--- config.mk ---
export PLATFORM = sky130hd
export DESIGN_NAME = shift_right_seq
export DESIGN_NICKNAME = d
export VERILOG_FILES = /design/src/rtl/shift_right_seq.sv
export SDC_FILE = /design/constraint.sdc
export NUM_CORES = 1
export LEC_CHECK = 0
export BUFFER_PORTS_ARGS = -buffer_cell sky130_fd_sc_hd__buf_2
export CAP_MARGIN = 20
export CORE_MARGIN = 2
export CORE_UTILIZATION = 49
export CTS_CLUSTER_DIAMETER = 200
export DETAILED_ROUTE_END_ITERATION = 10
export PLACE_DENSITY = 0.75
export SETUP_SLACK_MARGIN = 0.4
export SLEW_MARGIN = 20
export SYNTH_ARGS = -nofsm -noshare
export SYNTH_HDL_FRONTEND = slang
export SYNTH_SLANG_ARGS = --single-unit
--- constraint.sdc ---
create_clock -name i_clk -period 1.7 [get_ports i_clk]
set_input_delay 0.51 -clock i_clk [delete_from_list [all_inputs] [get_ports i_clk]]
set_output_delay 0.51 -clock i_clk [all_outputs]
set_load 0.05 [all_outputs]
--- src/rtl/shift_right_seq.sv ---
// Sequential right shifter: shifts a captured operand right by one bit per
// clock, with zero or sign fill, behind a start/busy/done handshake.
module shift_right_seq #(
  parameter int unsigned WIDTH = 4,
  parameter int unsigned SHW   = 4
) (
  input  logic             i_clk,
  input  logic             i_rst,
  input  logic             i_start,
  input  logic [WIDTH-1:0] i_a,
  input  logic [SHW-1:0]   i_b,
  input  logic             i_arith,
  output logic             o_busy,
  output logic             o_done,
  output logic [WIDTH-1:0] o_out
);

  // Counter must hold values 0..WIDTH inclusive.
  localparam int unsigned CntW = $clog2(WIDTH + 1);

  typedef enum logic [1:0] {
    StIdle,
    StShift,
    StDone
  } state_e;

  state_e           r_state, w_state_next;
  logic [WIDTH-1:0] r_work,  w_work_next;
  logic [CntW-1:0]  r_rem,   w_rem_next;
  logic             r_fill,  w_fill_next;
  logic [WIDTH-1:0] r_out,   w_out_next;

  logic [CntW-1:0]  w_eff;
  logic [WIDTH-1:0] w_shifted;
  logic             w_accept;

  // Saturate the requested shift amount at WIDTH.
  always_comb begin
    if (32'(i_b) >= WIDTH) begin
      w_eff = CntW'(WIDTH);
    end else begin
      w_eff = CntW'(i_b);
    end
  end

  assign w_shifted = {r_fill, r_work[WIDTH-1:1]};
  assign w_accept  = (r_state == StIdle) && i_start;

  // Next-state and datapath update logic.
  always_comb begin
    w_state_next = r_state;
    w_work_next  = r_work;
    w_rem_next   = r_rem;
    w_fill_next  = r_fill;
    w_out_next   = r_out;
    unique case (r_state)
      StIdle: begin
        if (w_accept) begin
          w_work_next = i_a;
          w_fill_next = i_arith & i_a[WIDTH-1];
          w_rem_next  = w_eff;
          if (w_eff == '0) begin
            // Nothing to shift: the operand is already the result.
            w_out_next   = i_a;
            w_state_next = StDone;
          end else begin
            w_state_next = StShift;
          end
        end
      end
      StShift: begin
        w_work_next = w_shifted;
        w_rem_next  = r_rem - 1'b1;
        if (r_rem == CntW'(1)) begin
          w_out_next   = w_shifted;
          w_state_next = StDone;
        end
      end
      StDone: begin
        w_state_next = StIdle;
      end
      default: begin
        w_state_next = StIdle;
      end
    endcase
  end

  // State and datapath registers with synchronous reset.
  always_ff @(posedge i_clk) begin
    if (i_rst) begin
      r_state <= StIdle;
      r_work  <= '0;
      r_rem   <= '0;
      r_fill  <= 1'b0;
      r_out   <= '0;
    end else begin
      r_state <= w_state_next;
      r_work  <= w_work_next;
      r_rem   <= w_rem_next;
      r_fill  <= w_fill_next;
      r_out   <= w_out_next;
    end
  end

  assign o_busy = (r_state != StIdle);
  assign o_done = (r_state == StDone);
  assign o_out  = r_out;

endmodule

# Word level (Yosys, flattened, before mapping)
# Cells that the tools add are included.
dict set report classes {
  n_mux 13
  n_eq_ne 6
  n_reduce_logical 9
  magnitude_cmp 1
  n_bitwise 1
  add_sub_neg 1
}
# op count
set ops {}
lappend ops {{two-way mux 4 bit} 4}
lappend ops {{case mux 4 bit (2 select lines)} 2}
lappend ops {{two-way mux 2 bit} 3}
lappend ops {{two-way mux 3 bit} 2}
lappend ops {{case mux 3 bit (2 select lines)} 1}
lappend ops {{AND reduction 2 bit} 3}
lappend ops {{>= comparator 4 x 3 -> 1 bit (second input constant)} 1}
lappend ops {{inequality test 2 bit (second input constant)} 2}
lappend ops {{case mux 2 bit (2 select lines)} 1}
lappend ops {{AND reduction 4 bit} 1}
lappend ops {{nonzero test 2 bit} 2}
lappend ops {{equality test 3 x 1 -> 1 bit (second input constant)} 1}
lappend ops {{logical NOT 3 bit} 1}
lappend ops {{subtractor 3 x 1 -> 3 bit (second input constant)} 1}
lappend ops {{equality test 2 x 1 -> 1 bit (second input constant)} 1}
lappend ops {{equality test 2 bit (second input constant)} 1}
lappend ops {{logical NOT 2 bit} 1}
lappend ops {{inequality test 2 x 1 -> 1 bit (second input constant)} 1}
lappend ops {{AND 1 bit} 1}
lappend ops {{logical AND 1 bit} 1}
dict set report word_totals {
  register_bits 14
  elab_cells 36
  inputBits 12
}

# Depth between registers and ports, before layout
dict set report logic_depth {
  word_depth 6
  ltp_mapped 5
  mapped_depth_nobuf 5
}

# Worst setup path before layout
# Ideal clock, no wire load.
dict set report synth_path {
  path_type {input to register}
  startpoint {input i_b[3]}
  endpoint {register r_out[0] (netlist: o_out[0])}
  setup_slack_ns 0.343
  required_ns 1.566
  t_arrival_ns 1.223
  stages 3
  cell_sequence {nor4_2 -> a21o_1 -> a211oi_1}
}
dict set report synth_between {
  elab_chain_len 5
}
# element line_no
set synth_lines {}
lappend synth_lines {{start: declaration} 11} ;# input logic [SHW-1:0] i_b,
lappend synth_lines {{>= comparator 4 x 3 -> 1 bit} 39} ;# if (32'(i_b) >= WIDTH) begin
lappend synth_lines {{two-way mux 3 bit} 39}
lappend synth_lines {{logical NOT 3 bit} 62} ;# if (w_eff == '0) begin
lappend synth_lines {{inequality test 2 x 1 -> 1 bit (no source line)} --}
lappend synth_lines {{AND reduction 4 bit (no source line)} --}
lappend synth_lines {{end signal: assignment} 101} ;# r_out <= w_out_next;
lappend synth_lines {{end: declaration} 31} ;# logic [WIDTH-1:0] r_out, w_out_next;
# No other way between the ends.
# A chain may end at the register's enable or synchronous reset.

# Final worst setup path
dict set report layout_path {
  startpoint {register r_state[0]}
  endpoint {output o_busy}
}
dict set report layout_between {
  elab_chain_len 1
}
# element line_no
set layout_lines {}
lappend layout_lines {{start: declaration} 27} ;# state_e r_state, w_state_next;
lappend layout_lines {{start signal: assignment} 91} ;# r_state <= StIdle;
lappend layout_lines {{start signal: assignment} 97} ;# r_state <= w_state_next;
lappend layout_lines {{nonzero test 2 bit} 105} ;# assign o_busy = (r_state != StIdle);
lappend layout_lines {{end: declaration} 13} ;# output logic o_busy,
# No other way between the ends.

==> metrics.md <==
| Metric | Value |
|---|---|
| Critical path arrival | `approximately 1000 ps` |
| Post-Synthesis Cell Area | `~660 µm²` |
| Synth warn | `0` |
| RR Endpoint | `o_out[0]` |
| Rows | `13` |
| Initial Utilization | `0.514` |
| Complex-gate fraction of the synthesized area | `0.237` |
| Post-route DRC | `0` |
| Commonest non-fill, non-tap cells in the layout | `11 x buf_2, 11 x buf_4, 7 x a211oi_2, 6 x nor2_1, 6 x dfxtp_2` |
| Hold EP | `r_fill` |
| GR Util All Layers | `0.227` |
| Adder-Cell Fraction of Synth Area | `0.0379` |
| Register area share after synthesis | `0.394` |
| Relative slew slack | `0.768` |
| F_max | `about 660 MHz` |
| Clk_lat worst skew | `between 200 and 300 ps` |
| Synth top area cells | `dfxtp_1 39%, a211oi_1 13%, mux2i_1 6.1%, ha_1 3.8%, nor2_1 3.4%` |
| Total power | `roughly 0.82 mW` |
| PortBufs | `17` |
| Min Tclk post-route | `around 1500 ps` |
| Dpl ws | `~190 ps` |
| Max Transition Viols Final | `0` |
| Netlist cell types | `28` |
| CP required | `~1200 ps` |
| Crit path max-delay family | `flip-flops` |
| Fillcell total | `73` |
| RR Startpoint | `r_rem[1]` |
| Diode count | `0` |
| Hold slack | `~480 ps` |
| Pleak | `roughly 0.44 nW` |
| DP Area | `about 760 µm²` |
| Kind of critical path | `flop to primary output` |
| Simple-gate share of the synthesized area | `0.201` |
| Post-Route WL | `around 1.8 mm` |
| Worst vdd ir | `546 µV` |
| Clk root buf | `clkbuf_4` |
| Critical Path, Cell by Cell | `or2_4, buf_8` |
| Seq cells post-synth | `13` |
| Status | `finished clean` |
| Clk_skew | `around 2.8 ps` |
| Clk slew on worst S/H paths | `~80 ps` |
| Num CTS Buffers | `3` |
| Net Count, Synth | `a little over 80` |
| Worst slew pin tran | `between 300 and 400 ps` |
| Drt first-iter violations | `10` |
| Final cell count without fillers | `approximately 110` |
| Final hold violation count | `0` |
| Avg Inst Size Synth | `~10 µm²` |
| Total die area | `around 1700 µm²` |
| Worst Path Buf+Inv | `1` |
| Hold Path Depth | `2` |
| Largest net degree at the start of global routing | `14` |
| H-tree Lvls | `1` |
| Mux contribution to synthesized area | `0.0833` |
| Min setup slack post-route | `about 180 ps` |
| DR WL/cell | `approximately 16 µm` |
| CP endpoint kind | `primary output` |
| Clock sinks | `13` |
| Clk buf depth | `2` |
| Post-DP HPWL | `between 1 and 1.5 mm` |
| Critical Path Source Type | `flop` |
| Die Ht | `a little over 40 µm` |
| DRT Pass-1 Iters | `4` |
| CP max stage delay | `360 ps` |
| Ports | `18` |
| Worst Min Path Start | `r_fill` |
| Period utilisation layout | `0.891` |
| GR Overflow Total | `0` |
| Min-Delay Path Class | `flop to flop` |
| Vias in the first global route | `556` |
| RSZ-0062 raised after global routing | `true` |
| Max-cap viol count | `0` |
| Layout cells sized above 1 | `0.653` |
| Final Net Count | `approximately 110` |
| First-pass GRT wire length | `2.45 mm` |
| CP max stage cell | `dfxtp_4` |
| Die X | `around 41 µm` |
| Vias per cell | `5.67` |
| RePlAce Congestion | `about 0.75` |
| Final core utilization | `0.812` |
| Reg2Reg Setup Slack | `420 ps` |
| CTS tree | `yes` |
| DRT antenna net count | `0` |
| Core Area | `1280 µm²` |
| Area Overhead vs Synth | `58.0%` |
| Main combinational cell family by area after synthesis | `compound AO/OA/AOI/OAI gates` |
| DP Cell Count | `97` |
| Worst r2r path cells | `5` |
| Post-Synth XOR/XNOR Area | `0` |
| Fin area | `roughly 1000 µm²` |
| Critical Path Fanout Max | `4` |
| Final setup viols | `0` |
| Top-area cell type share of the netlist area | `0.394` |
| Cells after Synth | `67` |
| Routed vias | `641` |
| Power per cell area | `about 790 nW/µm²` |
| Setup TNS | `0 ps` |
| Initial antenna violation count | `0` |
| Area leader, netlist | `dfxtp_1` |
==> worst reg2reg max path: cells and delay by family (launching register included) <==
| family | cells | cell delay, ps |
|---|---|---|
| AND/OR/NAND/NOR | 1 | 210 |
| adder cells (fa/ha/maj) | 1 | 150 |
| flip-flops | 1 | 360 |
| buffers and inverters | 1 | 50 |
| AO/OA/AOI/OAI | 2 | 420 |
==> kinds of logic after synthesis <==
| family | count (synthesis) |
|---|---|
| AO/OA/AOI/OAI | 20 |
| adder cells (fa/ha/maj) | 2 |
| buffers and inverters | 6 |
| flip-flops | 13 |
| multiplexers | 5 |
| AND/OR/NAND/NOR | 21 |
==> Yosys cell counts, drive strengths merged <==
cell type,count
and4bb,1
o21ba,1
nor2b,1
dfxtp,13
nor4,1
nand3,3
and2,1
mux2i,4
nor2,6
inv,3
o21ai,1
nand2b,3
and2b,1
nor3b,1
a211oi,11
ha,2
nand2,1
mux2,1
or2,1
a21o,2
a221oi,1
a21oi,2
buf,2
clkbuf,1
a311oi,2
or2b,1
==> per-layer routing <==
metal | up-vias | global-route usage | part of all wire | wire (µm)
li1 | 310 | - | - | -
met1 | 312 | 0.264 | 0.43 | 770
met2 | 17 | 0.429 | 0.54 | 960
met3 | 2 | 0.0326 | 0.033 | 60
met4 | 0 | 0.0500 | 0.0022 | 4
met5 | - | 0 | 0 | 0
==> final cells by class <==
class / instances / area [µm²] / area share
well taps: 15 / 18.8 / 0.0180
flip-flops and latches: 13 / 275 / 0.264
repair buffers: 28 / 220 / 0.211
inverters: 3 / 16.3 / 0.0156
clock buffers: 4 / 26.3 / 0.0252
multi-input cells: 50 / 487 / 0.466
==> power breakdown <==
part / internal, mW / leakage, nW / switching (mW)
Sequential: 0.333 / 0.111 / 0.0243
Combinational: 0.134 / 0.313 / 0.139
Clock: 0.0908 / 0.0150 / 0.102
==> state kept, by name, summed over array words and instances (netlist names) <==
| name | count |
|---|---|
| o_out | 4 |
| r_rem | 3 |
| r_state | 2 |
| r_work | 3 |
| r_fill | 1 |
==> how the worst max path moves through the flow <==
stage               slack [ps]  startpoint  endpoint  cells past startpoint
floorplan                  430      i_b[3]  o_out[0]                      3
global placement           230      i_b[3]  o_out[1]                      4
detailed placement         190      i_b[3]  o_out[1]                      4
CTS                        200  r_state[0]    o_busy                      2
global route               160  r_state[0]    o_busy                      2
finish                     180  r_state[0]    o_busy                      2
==> timing repair <==
item,CTS,global route
hold buffers,0,0
resized for setup,40,8
pin swaps,6,5
gates cloned,0,2
endpoints found under the setup margin,16,11
buffers inserted,5,5
Note: power is estimated with default switching activity, not from simulation.
